File: config.mk
export PLATFORM = sky130hd
export DESIGN_NAME = stim_frame_tx
export DESIGN_NICKNAME = d
export VERILOG_FILES = /design/src/rtl/stim_frame_tx.sv
export SDC_FILE = /design/constraint.sdc
export NUM_CORES = 1
export LEC_CHECK = 0
export ABC_CLOCK_PERIOD_IN_PS = 2000
export CAP_MARGIN = 20
export CORE_ASPECT_RATIO = 0.9
export CORE_MARGIN = 2
export CORE_UTILIZATION = 40
export CTS_BUF_LIST = sky130_fd_sc_hd__clkbuf_16
export CTS_CLUSTER_DIAMETER = 60
export DETAILED_ROUTE_END_ITERATION = 10
export GPL_TIMING_DRIVEN = 0
export PLACE_DENSITY = 0.7
export SKIP_LAST_GASP = 1
export SYNTH_ARGS = -nofsm -noshare
export SYNTH_HDL_FRONTEND = slang
export SYNTH_SLANG_ARGS = --single-unit
File: constraint.sdc
create_clock -name CLK -period 2 [get_ports CLK]
set_clock_uncertainty 0.1 [all_clocks]
set_input_delay 0.4 -clock CLK [delete_from_list [all_inputs] [get_ports CLK]]
set_output_delay 0.4 -clock CLK [all_outputs]
set_load 0.005 [all_outputs]
File: src/rtl/stim_frame_tx.sv
// stim_frame_tx: paces stimulation frames, requests a parameter-buffer advance
// via TX_START, snapshots the active parameter set and shifts it (plus an
// even-parity bit) MSB-first to the stimulator ASIC over SCLK/SDATA/SLOAD.
module stim_frame_tx #(
  parameter int CLK_DIV      = 4,
  parameter int FRAME_PERIOD = 1000
) (
  input  logic        CLK,
  input  logic        RST,
  input  logic        ENABLE,
  input  logic        MODE,
  input  logic        BIAS_SEL,
  input  logic [6:0]  BIAS_AMP,
  input  logic [4:0]  ADDR,
  input  logic [7:0]  AMP0,
  input  logic [7:0]  AMP1,
  input  logic [7:0]  AMP2,
  input  logic [7:0]  AMP3,
  output logic        TX_START,
  output logic        SCLK,
  output logic        SDATA,
  output logic        SLOAD,
  output logic        BUSY,
  output logic        OVERRUN,
  output logic [15:0] FRAME_CNT
);

  localparam int DIV_W = (CLK_DIV > 1) ? $clog2(CLK_DIV) : 1;
  localparam int PER_W = $clog2(FRAME_PERIOD);
  localparam logic [DIV_W-1:0] DIV_LAST = DIV_W'(CLK_DIV - 1);
  localparam logic [PER_W-1:0] PER_LAST = PER_W'(FRAME_PERIOD - 1);
  localparam logic [5:0]       BIT_LAST = 6'd46;

  typedef enum logic [1:0] {
    S_IDLE  = 2'd0,
    S_START = 2'd1,
    S_SHIFT = 2'd2,
    S_LOAD  = 2'd3
  } state_t;

  // Even parity: the returned bit makes the total number of ones even.
  function automatic logic even_parity(input logic [45:0] data);
    return ^data;
  endfunction

  state_t             state_q, state_d;
  logic [1:0]         tcnt_q, tcnt_d;      // START cycle index T0..T3
  logic [DIV_W-1:0]   div_q, div_d;        // CLK cycles within a half-period
  logic               phase_q, phase_d;    // 0 = SCLK low half, 1 = high half
  logic [5:0]         bit_q, bit_d;        // bit index 0..46 within the frame
  logic [46:0]        shreg_q, shreg_d;    // frame snapshot, MSB goes out first
  logic [15:0]        fcnt_q, fcnt_d;
  logic               ovr_q, ovr_d;
  logic [PER_W-1:0]   per_q;
  logic               req_q;
  logic               req_s;
  logic               accept_s;
  logic [45:0]        payload_s;

  logic tx_start_q, sclk_q, sdata_q, sload_q, busy_q;

  assign payload_s = {MODE, ADDR, BIAS_SEL, BIAS_AMP, AMP0, AMP1, AMP2, AMP3};
  // A request latched just before ENABLE fell is discarded.
  assign req_s     = req_q & ENABLE;

  // Frame pacing: count while enabled, emit a one-cycle request on wrap.
  always_ff @(posedge CLK) begin
    if (!RST) begin
      per_q <= '0;
      req_q <= 1'b0;
    end else if (ENABLE) begin
      if (per_q == PER_LAST) begin
        per_q <= '0;
        req_q <= 1'b1;
      end else begin
        per_q <= per_q + PER_W'(1);
        req_q <= 1'b0;
      end
    end else begin
      per_q <= '0;
      req_q <= 1'b0;
    end
  end

  // Next-state logic for the frame FSM, its counters, shift register and flags.
  always_comb begin
    state_d  = state_q;
    tcnt_d   = tcnt_q;
    div_d    = div_q;
    phase_d  = phase_q;
    bit_d    = bit_q;
    shreg_d  = shreg_q;
    fcnt_d   = fcnt_q;
    accept_s = 1'b0;

    case (state_q)
      S_IDLE: begin
        accept_s = 1'b1;
        if (req_s) begin
          state_d = S_START;
          tcnt_d  = 2'd0;
        end else begin
          state_d = S_IDLE;
        end
      end

      S_START: begin
        // Upstream outputs are settled from T1; capture at the end of T2.
        if (tcnt_q == 2'd2) begin
          shreg_d = {payload_s, even_parity(payload_s)};
        end else begin
          shreg_d = shreg_q;
        end
        if (tcnt_q == 2'd3) begin
          state_d = S_SHIFT;
          div_d   = '0;
          phase_d = 1'b0;
          bit_d   = 6'd0;
        end else begin
          tcnt_d  = tcnt_q + 2'd1;
        end
      end

      S_SHIFT: begin
        if (div_q == DIV_LAST) begin
          div_d = '0;
          if (!phase_q) begin
            phase_d = 1'b1;
          end else if (bit_q == BIT_LAST) begin
            state_d = S_LOAD;
            phase_d = 1'b0;
          end else begin
            phase_d = 1'b0;
            bit_d   = bit_q + 6'd1;
            shreg_d = {shreg_q[45:0], 1'b0};
          end
        end else begin
          div_d = div_q + DIV_W'(1);
        end
      end

      S_LOAD: begin
        if (div_q == DIV_LAST) begin
          // Last LOAD cycle behaves as IDLE: a coincident request is taken.
          accept_s = 1'b1;
          div_d    = '0;
          fcnt_d   = fcnt_q + 16'd1;
          if (req_s) begin
            state_d = S_START;
            tcnt_d  = 2'd0;
          end else begin
            state_d = S_IDLE;
          end
        end else begin
          div_d = div_q + DIV_W'(1);
        end
      end

      default: begin
        state_d = S_IDLE;
      end
    endcase

    if (!ENABLE) begin
      ovr_d = 1'b0;
    end else if (req_s && !accept_s) begin
      ovr_d = 1'b1;
    end else begin
      ovr_d = ovr_q;
    end
  end

  // FSM and datapath state registers.
  always_ff @(posedge CLK) begin
    if (!RST) begin
      state_q <= S_IDLE;
      tcnt_q  <= 2'd0;
      div_q   <= '0;
      phase_q <= 1'b0;
      bit_q   <= 6'd0;
      shreg_q <= 47'd0;
      fcnt_q  <= 16'd0;
      ovr_q   <= 1'b0;
    end else begin
      state_q <= state_d;
      tcnt_q  <= tcnt_d;
      div_q   <= div_d;
      phase_q <= phase_d;
      bit_q   <= bit_d;
      shreg_q <= shreg_d;
      fcnt_q  <= fcnt_d;
      ovr_q   <= ovr_d;
    end
  end

  // Registered outputs decoded from the next state so they align with state_q.
  always_ff @(posedge CLK) begin
    if (!RST) begin
      tx_start_q <= 1'b0;
      sclk_q     <= 1'b0;
      sdata_q    <= 1'b0;
      sload_q    <= 1'b0;
      busy_q     <= 1'b0;
    end else begin
      tx_start_q <= (state_d == S_START);
      sclk_q     <= (state_d == S_SHIFT) && phase_d;
      sdata_q    <= (state_d == S_SHIFT) && shreg_d[46];
      sload_q    <= (state_d == S_LOAD);
      busy_q     <= (state_d != S_IDLE);
    end
  end

  assign TX_START  = tx_start_q;
  assign SCLK      = sclk_q;
  assign SDATA     = sdata_q;
  assign SLOAD     = sload_q;
  assign BUSY      = busy_q;
  assign OVERRUN   = ovr_q;
  assign FRAME_CNT = fcnt_q;

endmodule
Yosys cells after proc, flatten, opt, wreduce, memory -nomap -nowiden
Cells that the tools add are included.
{ "op_classes": {"addsub": 5, "n_eq_ne": 18, "mux": 31, "bitwise": 3, "reduce_logical": 18} }
{ "op_table": {"columns": ["op", "count"], "rows": [
  ["$mux 47", 4],
  ["$pmux 47 s2", 1],
  ["$reduce_xor 46->1", 1],
  ["$mux 6", 4],
  ["$mux 2", 10],
  ["$add 16x1->16 const B", 1],
  ["$eq 2x2->1 const B", 7],
  ["$ne 2x2->1 const B", 7],
  ["$pmux 6 s2", 1],
  ["$add 10x1->10 const B", 1],
  ["$eq 10x10->1 const B", 1],
  ["$reduce_and 5->1", 2],
  ["$pmux 2 s4", 1],
  ["$add 6x1->6 const B", 1],
  ["$eq 6x6->1 const B", 1],
  ["$mux 1", 6],
  ["$pmux 2 s3", 1],
  ["$reduce_and 2->1", 3],
  ["$reduce_bool 2->1", 3],
  ["$add 2x1->2 const B", 2],
  ["$eq 2x1->1 const B", 2],
  ["$pmux 1 s2", 2],
  ["$pmux 2 s2", 1],
  ["$logic_and 1x1->1", 3],
  ["other kinds (8)", 9]
]} }
{ "totals": {"ff_bits": 93, "inputBits": 49, "output_inout_bits": 22, "wordCells": 91} }

Longest topological paths before layout
Gate-level depths: netlist (run 1).
{ "depth": {"word_depth": 7, "mapped_depth": 11, "mapped_depth_nobuf": 8} }

Worst setup path before layout (run 1)
Ideal clock, no wire load.
{ "synth_timing": {"path_type": "register to register", "startpoint": "reg state_q[0]", "endpoint": "reg shreg_q[26]", "setup_ns": 0.125, "arrival_time_ns": 1.834, "required_time_ns": 1.775, "slack_ns": -0.059, "path_stages_with_launch": 12, "synth_period_minus_slack_ns": 2.059, "cell_sequence": "dfxtp_1 inv_1 ha_1 clkbuf_2 nand3_1 o21bai_4 nand2_2 and4_1 buf_6 buf_6 a222oi_1 nor2b_1"} }
{ "synth_between": {"elab_chain_len": 3} }
{ "synth_lines": {"columns": ["item", "line_no", "source"], "rows": [
  ["start: declaration", "46", "state_t state_q, state_d;"],
  ["start signal: assignment", "185", "state_q <= state_d;"],
  ["$eq 2x1->1 or $eq 2x2->1 (tied branches)", "96", "case (state_q)"],
  ["$ne 2x2->1 (no source line) or $reduce_bool 2->1 (tied branches)", null, null],
  ["$reduce_and 5->1 (no source line)", null, null],
  ["end signal: assignment", "190", "shreg_q <= shreg_d;"],
  ["end: declaration", "51", "logic [46:0] shreg_q, shreg_d;"]
]} }
Parallel ways exist; a longest one is shown, timed or not.
A chain may end at the register's enable or synchronous reset.

Worst setup path after layout (run 1)
{ "layout_timing": {"startpoint": "in AMP3[0]", "endpoint": "reg shreg_q[0]"} }
{ "layout_between": {"elab_chain_len": 3} }
{ "layout_lines": {"columns": ["item", "line_no", "source"], "rows": [
  ["start: declaration", "18", "input logic [7:0] AMP3,"],
  ["$reduce_xor 46->1", "43", "return ^data;"],
  ["$mux 47", "109", "if (tcnt_q == 2'd2) begin"],
  ["$pmux 47 s2", "96", null]
]} }
No other way between the ends. The select of a mux whose other input is x is not followed.

==> impl_metrics.toml, run 1 <==
[logic_synthesis]
synthCells = 450
synthesis.area_per_instance_um2 = 9.67
post_synthesis_sequential_area_ratio = 0.428
syn-num-nets = 510
synth_top_area_cell = "dfxtp_1"
cell_area_synth_mm2 = 0.00435
synth_cell_type_count = 39
yosysMostFrequentCell = "dfxtp_1"
synth_ff_type = "dfxtp_1"
synth-async-reset-ratio = 0
synth-seq-cells = 93
synth-edff-count = 0
synth_area_leaders = "dfxtp_1 (43%), a222oi_1 (10%), xnor2_1 (10%)"
synth_warnings = 0
synth_top_cells_by_count = "dfxtp_1 (93), nor2b_1 (54), xnor2_1 (51)"
netlist.area_leader.share = 0.428

[worst_setup_path]
timing.rr.start = "bit_q[0]$_SDFFE_PN0P_"
category_of_the_critical_setup_timing_path = "input port to flip-flop"
cp.required_ns = 2.18
crit_path_end_kind = "flip-flop"
critical_path.startpoint_type = "input port"
rr_endpoint = "shreg_q[42]$_SDFFE_PN0P_"
worst-endpoint-arrival_ns = 2.16
worstSetupStartpoint = "AMP3[0]"
flop2flop_setup_slack_ns = 0.03
timing.critical_path.fanout_max = 2
worst-r2r-cell-count = 10

[sta]
maxClockFrequency_mhz = 505
unrepaired_setup_endpoints_after_global_routing = "true"
report.final.setup_viol = 0
worst_slew_margin_rel = 0.645
tightest_slew_ns = 0.532
hold_viol = 0
final.min_clock_period_ns = 1.98
post-route-period-util = 0.990
timing_max_transition_violations_final = 0

[worst_hold_path]
hold_end = "shreg_q[15]$_SDFFE_PN0P_"
hold_path_cell_cnt = 3
worstHoldStart = "AMP2[6]"
timing.hold.worst.class = "input port to flip-flop"

[routing]
drt_wl_total_um = 10800
first_iter_violations = 444
vias_per_cell = 5.38
route.detailed.wl_per_inst_um = 15.9
route.vias.total = 3672
drc_errors = 0
ant_nets = 0
drt-pass1-iter-count = 5

[clock_network]
clock_sinks = 93
clockRootBuffer = "clkbuf_16"
path_clk_slew_ns = 0.07
clk-insertion-delay-late_ns = 0.35
postCtsHoldBufs = 0
clock_path_buffers = 2
h-tree-depth = 3
cts_tree = "yes"
cts_buffers = 9

[finish]
nNetsFinal = 604
seqCellArea_mm2 = 0.00187
antennaDiodeCount = 0
post_layout_nonfiller_instances = 682
stdcell_area_mm2 = 0.00585
multi_input_logic_area_mm2 = 0.00247
filler_cell_count = 973
synthToLayoutAreaGrowth_pct = 34.4
final_layout_size_suffix_gt1_frac = 0.142

[global_route]
track_usage = 0.186
grt_first_pass_wirelength_um = 17100
antenna_found_initial = 0
grt_pass1_vias = 3497
grt_start_max_net_pins = 18
global_route.overflow_total = 0

[placed_design]
globalplace.congestion = 0.824
dpl.hpwl_um = 7530
placement.cell_area_mm2 = 0.00524
io_buffers = 70
placed_cells = 653

[pwr]
power_density_normalized_to_cell_area_mw_per_mm2 = 680
power_leakage_nw = 2.15
worst_ir_drop_vdd_mv = 0.675

[floorplanning]
top_level_ports = 71
floorplan.core_area_mm2 = 0.0107
die_width_um = 114
initial_utilization = 0.406
die_y_um = 103
fp.dieArea_mm2 = 0.0117
num_rows = 36

[run_status]
run_status = "complete, no violations"

[flow_run]
number_of_max_cap_violations = 0
==> registers in the layout (all words and copies together) (netlist names) <==
name	cells
BUSY	1
FRAME_CNT	16
OVERRUN	1
SCLK	1
SDATA	1
SLOAD	1
TX_START	1
bit_q	6
div_q	2
per_q	10
phase_q	1
req_q	1
shreg_q	47
state_q	2
tcnt_q	2
==> critical path, stage by stage <==
cell and delay (ns):
clkdlybuf4s50_1 0.54, xor2_1 0.19, xnor2_1 0.11, xnor2_1 0.27
xnor2_1 0.18, xnor3_1 0.33, o21ai_1 0.13
==> layer usage <==
metal	global-route usage	wire, um
met5	0	0
met4	0.0385	114
met3	0.0576	658
met2	0.300	5110
met1	0.248	4930
==> cells by family after synthesis <==
| kind of cell | after synthesis | synth area share |
|---|---|---|
| compound gates | 77 | 0.149 |
| xor+xnor | 67 | 0.138 |
| fa+ha+maj | 11 | 0.0316 |
| buf+inv | 35 | 0.0414 |
| flops | 93 | 0.428 |
| mux | 2 | 0.00460 |
| simple gates | 165 | 0.207 |
==> cell type report <==
cell class	instances	area share
well taps	133	0.0285
clock buffers	9	0.0385
flip-flops and latches	93	0.320
plain buffers	22	0.0293
repair buffers	85	0.143
inverters	11	0.00749
clock inverters	7	0.00963
multi-input cells	322	0.423
==> worst max-delay path by stage <==
stage / end / slack, ns / depth (start not counted)
after floorplan: shreg_q[26]$_SDFFE_PN0P_ / 0.02 / 11
after global placement: shreg_q[0]$_SDFFE_PN0P_ / -0.40 / 7
after detailed placement: shreg_q[0]$_SDFFE_PN0P_ / -0.44 / 7
after CTS: shreg_q[42]$_SDFFE_PN0P_ / -0.01 / 8
after global routing: bit_q[4]$_SDFFE_PN0P_ / -0.10 / 9
final: shreg_q[0]$_SDFFE_PN0P_ / 0.02 / 7
==> placed cells by master (no fill, tap or decap), types with 10 or more instances in the layout <==
| cell type | netlist | layout |
|---|---|---|
| buf_6 | 5 | 10 |
| nand2_1 | 31 | 30 |
| o21ai_0 | 13 | 11 |
| xor2_1 | 15 | 14 |
| nor2_1 | 22 | 21 |
| dlymetal6s2s_1 | 0 | 10 |
| buf_4 | 0 | 13 |
| a222oi_1 | 45 | 45 |
| and2_1 | 15 | 15 |
| nor2b_1 | 54 | 51 |
| xnor2_1 | 51 | 47 |
| clkdlybuf4s50_1 | 0 | 59 |
| dfxtp_1 | 93 | 88 |
==> per-stage QoR <==
step / hold WS (ns) / setup WS (ns) / total power [mW] / setup TNS [ns] / util
final: 0.330 / 0.0206 / 3.98 / 0 / 0.545
after global routing: 0.348 / -0.105 / 4.13 / -1.48 / 0.545
after CTS: 0.347 / -0.0129 / 4.00 / -0.0293 / 0.530
after detailed placement: 0.338 / -0.439 / 2.36 / -13.64 / 0.488
after global placement: 0.323 / -0.403 / 2.36 / -11.51 / 0.488
after floorplan: 0.313 / 0.0196 / 2.19 / 0 / -
==> power breakdown <==
group | switching [mW] | internal, mW
clock network | 0.790 | 0.861
registers | 0.00115 | 1.85
logic | 0.184 | 0.289
total | 0.976 | 3.00
==> timing repair <==
action / in CTS / in global routing
setup buffers: 10 / 3
endpoints found under the hold margin: 0 / 0
gates cloned: 3 / 0
setup endpoints to repair: 64 / 62
gates resized for setup: 31 / 38
pin swaps: 16 / 37
(Power assumes the default switching activity.)
==> inputs of run 2 (changes only) <==
CELL_PAD_IN_SITES_DETAIL_PLACEMENT = 1   (was default)
CELL_PAD_IN_SITES_GLOBAL_PLACEMENT = 1   (was default)
CORE_UTILIZATION = 37   (was 40)
PLACE_DENSITY = default   (was 0.7)
PLACE_DENSITY_LB_ADDON = 0.1   (was default)
==> run 2 against run 1 <==
The run now ends with negative setup slack left. Global-route usage is 0.25 points higher. Flip-flop and latch count stayed put. Largest cell class unchanged. Setup slack worse by 0.11 ns. Critical endpoint is now shreg_q[20]$_SDFFE_PN0P_. Highest routed layer unchanged. Worst hold slack worse by 0.0044 ns. Utilization is 0.74 points lower. Critical path depth is 3 higher. Wire length is 12% higher. Non-clock buffer count is 7 higher. Combinational power is 6.3% higher.
==> impl_metrics.toml, run 2 (synthesis results as in run 1) <==
[finish]
final_layout_size_suffix_gt1_frac = 0.158
layout.cells.most_common = "dfxtp_1"
nNetsFinal = 611
post-route-util = 0.538
antennaDiodeCount = 0
highest_count_cells_in_the_layout_ignoring_fill_and_taps = "dfxtp_1 (88), nor2b_1 (52), clkdlybuf4s50_1 (47), a222oi_1 (45), xnor2_1 (43)"
max_flop_register = "shreg_q"
synthToLayoutAreaGrowth_pct = 41.4
largest_reg_flops = 47
post_layout_nonfiller_instances = 712

[clock_network]
clock_sinks = 93
clk-insertion-delay-late_ns = 0.34
cts_buffers = 9
cts_tree = "yes"
postCtsHoldBufs = 0
h-tree-depth = 3
clock_path_buffers = 2
path_clk_slew_ns = 0.06
clockRootBuffer = "clkbuf_16"

[global_route]
grt_pass1_vias = 3814
grt_start_max_net_pins = 15
global_route.overflow_total = 0
antenna_found_initial = 0
track_usage = 0.189
grt_first_pass_wirelength_um = 19000

[sta]
post-route-period-util = 1.05
finalSetupTns_ns = -0.341
timing_max_transition_violations_final = 0
post-route-worst-setup-slack_ns = -0.0921
report.final.setup_viol = 17
hold_viol = 0
tightest_slew_ns = 0.528
final.min_clock_period_ns = 2.09
worst_slew_margin_rel = 0.648
maxClockFrequency_mhz = 478
unrepaired_setup_endpoints_after_global_routing = "true"

[worst_setup_path]
cell_with_the_largest_stage_delay_on_the_worst_path = "dfxtp_4"
cell_family_with_the_largest_share_of_critical_path_delay = "compound AO/OA/AOI/OAI gates"
crit_path_cell_trace = "inv_4, ha_4, nand4_4, o21bai_4, nand2_2, and4_4, clkbuf_16, buf_8, a222oi_1, nor2b_1"
critical_path.startpoint_type = "flip-flop"
timing.critical_path.fanout_max = 5
cp.required_ns = 2.12
wp_buf_inv = 3
category_of_the_critical_setup_timing_path = "flip-flop to flip-flop"
crit_path_end_kind = "flip-flop"
worst-endpoint-arrival_ns = 2.21
critical-path-max-stage-delay_ns = 0.35

[pwr]
power.combinational.fraction = 0.118
switching_share = 0.213
power_density_normalized_to_cell_area_mw_per_mm2 = 693
power_leakage_nw = 2.34
worst_ir_drop_vdd_mv = 0.355
intPower_mw = 3.35
seqPwrFrac = 0.434
pwr-share-clk = 0.448
net_switching_power_mw = 0.907
report.power.total_mw = 4.26

[placed_design]
globalplace.congestion = 0.808
pre_cts_slack_ns = -0.503
placed_cells = 676
io_buffers = 70
dpl.hpwl_um = 8330

[routing]
route.detailed.wl_per_inst_um = 17.0
drt_wl_total_um = 12100
first_iter_violations = 421
ant_nets = 0
route.vias.total = 3775
drc_errors = 0
vias_per_cell = 5.30
drt-pass1-iter-count = 9

[floorplanning]
floorplan.core_area_mm2 = 0.0114
initial_utilization = 0.380
die_y_um = 107
num_rows = 37
fp.dieArea_mm2 = 0.0126
top_level_ports = 71
die_width_um = 118

[worst_hold_path]
timing.hold.worst.class = "input port to flip-flop"

[run_status]
violations_in_the_final_reports = "negative setup slack"
run_status = "finished, violations left"

[flow_run]
number_of_max_cap_violations = 0
run 2: cell type report:
class,count,area [um^2]
clock inverter,7,106
fill,1282,5280
inverter,11,43.8
buffer,22,196
sequential,93,1880
clock buffer,9,225
multi-input combinational,322,2510
timing repair buffer,92,998
tap,156,195
run 2: path summary, 6_finish.rpt:
kind	startpoint	endpoint	slack (ns)	cells past startpoint
max	bit_q[0]$_SDFFE_PN0P_	shreg_q[20]$_SDFFE_PN0P_	-0.09	10
min	AMP3[7]	shreg_q[8]$_SDFFE_PN0P_	0.33	3
max reg2reg	bit_q[0]$_SDFFE_PN0P_	shreg_q[20]$_SDFFE_PN0P_	-0.09	10
min reg2reg	per_q[0]$_SDFF_PP0_	per_q[0]$_SDFF_PP0_	0.34	1
run 2: timing repair:
action	CTS	global route
pin swaps	15	45
endpoints found under the setup margin	65	58
gates resized for setup	41	63
setup buffers	10	7
gates cloned	1	4
run 2: per-layer routing:
metal,track usage,part of all wire
met1,0.250,0.47
met2,0.314,0.47
met3,0.0383,0.046
met4,0.0516,0.011
met5,0,0
run 2: metrics by stage:
stage | hold slack (ns) | area, um^2
after floorplan | 0.313 | 4370
after global placement | 0.328 | 5260
after detailed placement | 0.337 | 5260
after CTS | 0.352 | 5790
after global routing | 0.361 | 6150
final | 0.326 | 6150
run 2: worst min-delay path: cells and delay by family:
| family | cells | cell delay [ns] |
|---|---|---|
| compound gates | 1 | 0.10 |
| buf+inv | 1 | 0.13 |
| simple gates | 1 | 0.10 |
run 2: power groups by stage:
| stage | Sequential (mW) | Combinational (mW) | Clock [mW] |
|---|---|---|---|
| 6_report | 1.85 | 0.503 | 1.91 |
| 3_3_place_gp | 1.90 | 0.473 | 0 |
| 5_1_grt | 1.85 | 0.535 | 2.04 |
| 3_5_place_dp | 1.90 | 0.475 | 0 |
| 2_1_floorplan | 1.90 | 0.291 | 0 |
| 4_1_cts | 1.85 | 0.474 | 1.95 |
